===== src/rtl/mdu_arbiter.sv =====
// mdu_arbiter: round-robin sharing of one multicycle multiply/divide unit
// (HI/LO holder) between two requesters. One transaction at a time; the MDU
// sees OP_NOP with zero operands in every cycle except the single issue cycle.
module mdu_arbiter (
    input  logic        clk,
    input  logic        reset,
    // requester 0
    input  logic        i_r0_valid,
    input  logic [3:0]  i_r0_op,
    input  logic [31:0] i_r0_a,
    input  logic [31:0] i_r0_b,
    output logic        o_r0_ready,
    output logic        o_r0_rvalid,
    output logic [31:0] o_r0_rdata,
    // requester 1
    input  logic        i_r1_valid,
    input  logic [3:0]  i_r1_op,
    input  logic [31:0] i_r1_a,
    input  logic [31:0] i_r1_b,
    output logic        o_r1_ready,
    output logic        o_r1_rvalid,
    output logic [31:0] o_r1_rdata,
    // multiply/divide unit
    output logic        o_mdu_start,
    output logic [3:0]  o_mdu_op,
    output logic [31:0] o_mdu_a,
    output logic [31:0] o_mdu_b,
    input  logic [31:0] i_mdu_do,
    input  logic        i_mdu_busy,
    // status
    output logic        o_arb_busy,
    output logic        o_owner
);

    localparam int unsigned DATA_W = 32;
    localparam int unsigned OP_W   = 4;

    localparam logic [OP_W-1:0] OP_NOP   = 4'd0;
    localparam logic [OP_W-1:0] OP_MULT  = 4'd1;
    localparam logic [OP_W-1:0] OP_MULTU = 4'd2;
    localparam logic [OP_W-1:0] OP_DIV   = 4'd3;
    localparam logic [OP_W-1:0] OP_DIVU  = 4'd4;
    localparam logic [OP_W-1:0] OP_MFHI  = 4'd5;
    localparam logic [OP_W-1:0] OP_MFLO  = 4'd6;
    localparam logic [OP_W-1:0] OP_MTHI  = 4'd7;
    localparam logic [OP_W-1:0] OP_MTLO  = 4'd8;

    typedef enum logic [1:0] {
        S_IDLE  = 2'd0,
        S_ISSUE = 2'd1,
        S_WAIT  = 2'd2,
        S_DONE  = 2'd3
    } state_t;

    // Ops that start a timed operation in the MDU
    function automatic logic f_is_muldiv(input logic [OP_W-1:0] op);
        case (op)
            OP_MULT, OP_MULTU, OP_DIV, OP_DIVU: f_is_muldiv = 1'b1;
            default:                            f_is_muldiv = 1'b0;
        endcase
    endfunction

    // Ops the MDU understands; anything else is issued as OP_NOP
    function automatic logic f_is_known(input logic [OP_W-1:0] op);
        case (op)
            OP_MULT, OP_MULTU, OP_DIV, OP_DIVU,
            OP_MFHI, OP_MFLO, OP_MTHI, OP_MTLO: f_is_known = 1'b1;
            default:                           f_is_known = 1'b0;
        endcase
    endfunction

    state_t             r_state;
    logic               r_last_grant;
    logic [OP_W-1:0]    r_op_q;

    logic               w_accept;
    logic               w_winner;
    logic [OP_W-1:0]    w_win_op;
    logic [DATA_W-1:0]  w_win_a;
    logic [DATA_W-1:0]  w_win_b;
    logic               w_to_done;
    logic [DATA_W-1:0]  w_done_data;

    // Arbitration: single valid wins outright, a tie goes to the requester not granted last
    always_comb begin
        w_winner = 1'b0;
        if (i_r0_valid && i_r1_valid) begin
            w_winner = ~r_last_grant;
        end else if (i_r1_valid) begin
            w_winner = 1'b1;
        end
        w_accept = !reset && (r_state == S_IDLE) && !i_mdu_busy
                   && (i_r0_valid || i_r1_valid);
        w_win_op = w_winner ? i_r1_op : i_r0_op;
        w_win_a  = w_winner ? i_r1_a  : i_r0_a;
        w_win_b  = w_winner ? i_r1_b  : i_r0_b;
    end

    assign o_r0_ready = w_accept && !w_winner;
    assign o_r1_ready = w_accept &&  w_winner;

    // Completion detect and the data returned to the owner in the DONE cycle
    always_comb begin
        w_to_done   = 1'b0;
        w_done_data = '0;
        if (r_state == S_ISSUE) begin
            w_to_done = !f_is_muldiv(r_op_q);
            if ((r_op_q == OP_MFHI) || (r_op_q == OP_MFLO)) begin
                w_done_data = i_mdu_do;
            end
        end else if (r_state == S_WAIT) begin
            w_to_done = !i_mdu_busy;
        end
    end

    // Transaction FSM with registered MDU drive and response outputs
    always_ff @(posedge clk) begin
        if (reset) begin
            r_state      <= S_IDLE;
            r_last_grant <= 1'b1;
            r_op_q       <= OP_NOP;
            o_owner      <= 1'b0;
            o_arb_busy   <= 1'b0;
            o_r0_rvalid  <= 1'b0;
            o_r1_rvalid  <= 1'b0;
            o_r0_rdata   <= '0;
            o_r1_rdata   <= '0;
            o_mdu_start  <= 1'b0;
            o_mdu_op     <= OP_NOP;
            o_mdu_a      <= '0;
            o_mdu_b      <= '0;
        end else begin
            o_mdu_start <= 1'b0;
            o_mdu_op    <= OP_NOP;
            o_mdu_a     <= '0;
            o_mdu_b     <= '0;
            o_r0_rvalid <= 1'b0;
            o_r1_rvalid <= 1'b0;

            if (w_to_done) begin
                if (o_owner) begin
                    o_r1_rvalid <= 1'b1;
                    o_r1_rdata  <= w_done_data;
                end else begin
                    o_r0_rvalid <= 1'b1;
                    o_r0_rdata  <= w_done_data;
                end
            end

            case (r_state)
                S_IDLE: begin
                    if (w_accept) begin
                        r_op_q       <= w_win_op;
                        o_owner      <= w_winner;
                        r_last_grant <= w_winner;
                        o_mdu_op     <= f_is_known(w_win_op) ? w_win_op : OP_NOP;
                        o_mdu_start  <= f_is_muldiv(w_win_op);
                        o_mdu_a      <= w_win_a;
                        o_mdu_b      <= w_win_b;
                        o_arb_busy   <= 1'b1;
                        r_state      <= S_ISSUE;
                    end
                end
                S_ISSUE: begin
                    r_state <= f_is_muldiv(r_op_q) ? S_WAIT : S_DONE;
                end
                S_WAIT: begin
                    if (!i_mdu_busy) begin
                        r_state <= S_DONE;
                    end
                end
                S_DONE: begin
                    o_arb_busy <= 1'b0;
                    r_state    <= S_IDLE;
                end
                default: begin
                    r_state <= S_IDLE;
                end
            endcase
        end
    end

endmodule


===== config.mk =====
export PLATFORM = sky130hd
export DESIGN_NAME = mdu_arbiter
export DESIGN_NICKNAME = d
export VERILOG_FILES = /design/src/rtl/mdu_arbiter.sv
export SDC_FILE = /design/constraint.sdc
export NUM_CORES = 1
export LEC_CHECK = 0
export ABC_AREA = 1
export ABC_CLOCK_PERIOD_IN_PS = 1600
export BUFFER_PORTS_ARGS = -buffer_cell sky130_fd_sc_hd__clkbuf_2
export CORE_AREA = 2 2 122 124
export DETAILED_ROUTE_END_ITERATION = 8
export DIE_AREA = 0 0 124 126
export PLACE_DENSITY_LB_ADDON = 0.08
export REMOVE_ABC_BUFFERS = 1
export SETUP_SLACK_MARGIN = 0.5
export SLEW_MARGIN = 5
export SYNTH_ARGS = -nofsm -noshare
export SYNTH_HDL_FRONTEND = slang
export SYNTH_SLANG_ARGS = --single-unit

===== constraint.sdc =====
create_clock -name clk -period 1.6 [get_ports clk]
set_input_delay 0.08 -clock clk [delete_from_list [all_inputs] [get_ports clk]]
set_output_delay 0.08 -clock clk [all_outputs]
set_load 0.005 [all_outputs]

* Yosys cells after proc, flatten, opt, wreduce, memory -nomap -nowiden *
Memories as Yosys holds them, arrays and structs flattened.
Cells that the tools add are included.

storage, ports and cells
  bits in registers = 144
  memory bits (read-only) = 16
  output and inout port bits = 139
  logic and storage cells = 83
  memories = 1

cells by class
  equality and inequality tests = 15
  mux-type cells = 24
  bitwise operators = 6
  reduce and logical (&&, ||, !) cells = 24

memory list
  memory           words  bits a word  rd ports  clocked after Yosys merged registers in  write ports  line  source
  (no name shown)  16     1            1         0                                        0            65    case (op)

operators with widths
  operator            count
  $mux 32             4
  $eq 4x2->1 const B  4
  $eq 4x3->1 const B  4
  $mux 1              15
  $reduce_or 4->1     3
  $reduce_and 2->1    5
  $eq 4x1->1 const B  2
  $pmux 2 s4          1
  $logic_and 1x1->1   6
  $not 1->1           6
  $eq 2x2->1 const B  2
  $logic_not 1->1     4
  $mux 2              2
  $mux 4              1
  $ne 2x2->1 const B  2
  $reduce_or 3->1     1
  $eq 2x1->1 const B  1
  $logic_not 2->1     1
  $logic_or 1x1->1    2
  $pmux 1 s2          1
  $reduce_bool 2->1   1
  $reduce_or 2->1     1

* Logic depth before layout (Yosys ltp) *
  depth in word-level cells = 9
  gate-level depth with buffers = 10

* Worst setup path before layout *
OpenSTA, ideal clock, no wires.

  path type = flip-flop to flip-flop
  start point = reg r_state[0]
  end point = reg o_mdu_a[0]
  setup time = 113 ps
  arrival = 1377 ps
  data required time = 1487 ps
  slack = 110 ps
  cell stages (with the launch flop) = 11
  path buffers = 2
  clock period less this slack = 1490 ps
  cells stage by stage = dfxtp_1 > inv_1 > ha_1 > inv_1 > nor2_2 > nand3_4 > nor2_4 > buf_6 > buf_4 > a22oi_2 > inv_2

on the way
  longest elaborated chain between the ends = 6
  elaborated cells between the ends (all ways) = 7
  classes of those cells = 2 x bitwise; 5 x reduce/logical

ends and longest elaborated chain
  item                             line     source
  start: declaration               72       state_t r_state;
  start signal: assignment         165      r_state <= f_is_muldiv(r_op_q) ? S_WAIT : S_DONE;
  $logic_not 2->1 (*)              92, 150
  $logic_and 1x1->1 (2 in series)  92       w_accept = !reset && (r_state == S_IDLE) && !i_mdu_busy
  $logic_and 1x1->1                93       && (i_r0_valid || i_r1_valid);
  $not 1->1 (no line)              --
  $reduce_or 3->1 (no line) (*)    --
  end signal: assignment           158      o_mdu_a <= w_win_a;
  end: declaration                 26       output logic [31:0] o_mdu_a,

Every way passes the cells marked *; elsewhere a longest branch is shown, timed or not.
A chain may end at the register's enable or synchronous reset.

* Worst setup path in the final report *
  start point = reg r_state[0]
  end point = reg o_r0_rdata[28]

on the way
  longest elaborated chain between the ends = 4
  elaborated cells between the ends (all ways) = 6
  classes of those cells = 2 x eq/ne; 3 x mux; 1 x reduce/logical

ends and longest elaborated chain
  item                        line  source
  $eq 2x2->1                  111   end else if (r_state == S_WAIT) begin
  $mux 1                      111
  $mux 1                      106   if (r_state == S_ISSUE) begin
  $reduce_and 2->1 (no line)  --
  end signal: assignment      146   o_r0_rdata <= w_done_data;
  end: declaration            14    output logic [31:0] o_r0_rdata,

Parallel ways exist; a longest one is shown, timed or not.

==> impl_metrics.env <==
export IMPL_setup_viol=70
export IMPL_worst_setup_path_end_kind="register"
export IMPL_endpoint="o_r0_rdata[28]$_SDFFE_PP0P_"
export IMPL_numCtsBuffers=17
export IMPL_arrival_ns=2.10
export IMPL_wl_per_cell_um=20.4
export IMPL_grt_max_degree=46
export IMPL_peakVddDrop_mv=0.972
export IMPL_fin_util=0.818
export IMPL_crit_start="r_state[0]$_SDFFE_PP0P_"
export IMPL_dp_worst_setup_slack_ns=-0.0703
export IMPL_status="finished, violations left"
export IMPL_die_area_um2=15600
export IMPL_critical_path_class="reg2reg"
export IMPL_multi_input_area_um2=3060
export IMPL_fillers=840
export IMPL_grt_pass1_vias=7110
export IMPL_r2r_start="r_state[0]$_SDFFE_PP0P_"
export IMPL_insertion_delay_ns=0.43
export IMPL_routed_wl_um=28800
export IMPL_num_vias=7354
export IMPL_ios=312
export IMPL_powerDensity_nw_per_um2=1380
export IMPL_port_buffers=311
export IMPL_antenna_left=0
export IMPL_yosys_register_bits=144
export IMPL_synth_seq_area_share=0.493
export IMPL_finalHoldViolCount=0
export IMPL_min_period_ns=1.74
export IMPL_reg2reg_slack_ns=-0.14
export IMPL_violations="setup timing"
export IMPL_dr_first_iter_drc_count=424
export IMPL_tritoncts="built"
export IMPL_synth_main_ff_cell="dfxtp_1"
export IMPL_drc=0
export IMPL_place_gp_congestion=0.820
export IMPL_clock_tree_htree_level_count=4
export IMPL_async_flop_share=0
export IMPL_drv_slew=0
export IMPL_mostFrequentLayoutCells="clkbuf_2, dfxtp_1, dlygate4sd3_1"
export IMPL_skew_ns=0.0144
export IMPL_cp_required_ns=1.96
export IMPL_core_area_um2=14300
export IMPL_synth_top_cell_by_area="dfxtp_1"
export IMPL_finalNetCount=1390
export IMPL_drive_gt1_frac=0.558
export IMPL_synth_cell_types=26
export IMPL_grt_overflow_total=0
export IMPL_grt_pass1_wl_um=38200
export IMPL_rr_worst_depth=12
export IMPL_start_kind="register"
export IMPL_cts_sinks=144
export IMPL_crit_fanout=5
export IMPL_ff_latch_area_um2=2890
export IMPL_hold_path_class="in2reg"
export IMPL_final_common_cell="clkbuf_2"
export IMPL_fp_row_count=44
export IMPL_cts_clk_slew_worst_paths_ns=0.06
export IMPL_max_slew_worst_pin_slew_ns=0.437
export IMPL_first_pass_iters=6
export IMPL_p_leak_uw=0.00557
export IMPL_clockBufferDepth=2
export IMPL_synthTopCellsByArea="dfxtp_1, nand3_1, nor2_1, a22oi_2, nand2_1"
export IMPL_syn_to_final_growth_pct=100
export IMPL_clock_tree_root_cell="clkbuf_16"
export IMPL_netlist_instances=702
export IMPL_dp_hpwl_um=13300
export IMPL_die_y_um=126
export IMPL_syn_cell_area_um2=5850
export IMPL_synth_edf_count=0
export IMPL_syn_area_per_cell_um2=8.33
export IMPL_max_slew_margin=0.709
export IMPL_drv_cap=0
export IMPL_rsz0062_at_grt="true"
export IMPL_fmax_mhz=575
export IMPL_timing_final_crit_share=1.09
export IMPL_setup_ws_ns=-0.139
export IMPL_viasPerCell=5.22
export IMPL_start_util=0.408
export IMPL_synth_top_cell_area_share=0.493
export IMPL_dieWidth_um=124
export IMPL_grt_antenna_before_repair=1
export IMPL_r2r_end="o_r0_rdata[28]$_SDFFE_PP0P_"
export IMPL_yosysWarnings=0
export IMPL_grt_usage=0.324
==> registers in the layout, indices dropped and copies added, names as in the netlist <==
name / cells
r_op_q: 4
o_mdu_start: 1
o_r0_rdata: 32
o_r1_rdata: 32
o_r1_rvalid: 1
o_r0_rvalid: 1
r_last_grant: 1
o_mdu_op: 4
o_arb_busy: 1
o_mdu_b: 32
o_owner: 1
o_mdu_a: 32
r_state: 2
==> through the flow <==
| step | hold slack, ns | TNS, ns | instances | instance area [um2] | power, uW |
|---|---|---|---|---|---|
| floorplan | 0.149 | -112.47 | 654 | 5500 | 6380 |
| global placement | 0.277 | 0 | 1178 | 7660 | 8030 |
| detailed placement | 0.280 | -0.680 | 1178 | 7660 | 8080 |
| CTS | 0.00104 | -2.75 | 1391 | 10900 | 15200 |
| global route | 0.0308 | -11.03 | 1408 | 11700 | 16700 |
| finish | 0.0113 | -4.57 | 1408 | 11700 | 16200 |
==> what timing repair did <==
item,in CTS,in global routing
hold endpoints to repair,66,0
setup endpoints to repair,147,147
setup buffers,35,8
resized for setup,122,122
pin swaps,37,52
hold buffers,130,0
cloned,18,8
==> metal layers <==
metal  share of wire  global-route usage
met1            0.35               0.363
met2            0.49               0.548
met3           0.085              0.0806
met4           0.069               0.194
met5               0                   0
==> final cells by class <==
class                      instances  share of cell area
multi-input combinational        426               0.262
clock inverter                    11              0.0161
tap                              184              0.0197
sequential                       144               0.247
antenna                            1            0.000214
inverter                          84              0.0286
timing repair buffer             539               0.389
clock buffer                      19              0.0378
==> worst max-delay path, stage by stage (launching register included) <==
cell     delay (ns)
dfxtp_2        0.34
inv_2          0.05
buf_4          0.13
ha_2           0.20
nand3_4        0.09
nand2_4        0.06
buf_8          0.13
buf_12         0.13
buf_12         0.12
buf_16         0.13
nand3_1        0.09
nand2_1        0.08
nor2_1         0.11
==> how the worst min path moves through the flow <==
| stage | start | to | slack (ns) | cells after the start |
|---|---|---|---|---|
| after floorplan | reset | r_op_q[3]$_SDFFE_PP0P_ | 0.15 | 1 |
| after global routing | i_mdu_do[8] | o_r1_rdata[8]$_SDFFE_PP0P_ | 0.03 | 5 |
| after CTS | i_mdu_busy | r_state[1]$_SDFFE_PP0P_ | 0.001 | 4 |
| final | i_mdu_do[8] | o_r1_rdata[8]$_SDFFE_PP0P_ | 0.01 | 5 |
| after detailed placement | i_r1_b[30] | o_mdu_b[30]$_SDFF_PP0_ | 0.28 | 3 |
| after global placement | i_r1_b[26] | o_mdu_b[26]$_SDFF_PP0_ | 0.28 | 3 |
==> logic make-up after synthesis <==
family / Yosys count / share of synthesized area
compound gates: 82 / 0.133
fa+ha+maj: 5 / 0.0107
flops: 144 / 0.493
buf+inv: 132 / 0.113
simple gates: 339 / 0.250
==> power by group <==
part,leakage [uW],total [uW],switching [uW],internal (uW)
clock,0.000305,4360,1580,2780
combinational,0.00409,7220,3370,3850
sequential,0.00117,4590,352,4230
==> synthesized netlist by cell type, types with 2 or more instances <==
cell type and n:
buf_4 10, nor2_2 3, nor2_1 134, nor3_1 3, nand3_1 103, inv_1 40, a21oi_1 9, clkinv_1 2
nand2_1 89, nor2_4 4, a22oi_1 24, clkbuf_1 9, buf_6 15, a22oi_2 40, dfxtp_1 144, ha_1 5
o21ai_0 6, inv_2 42, buf_2 11, buf_1 3
(Power assumes the default switching activity.)
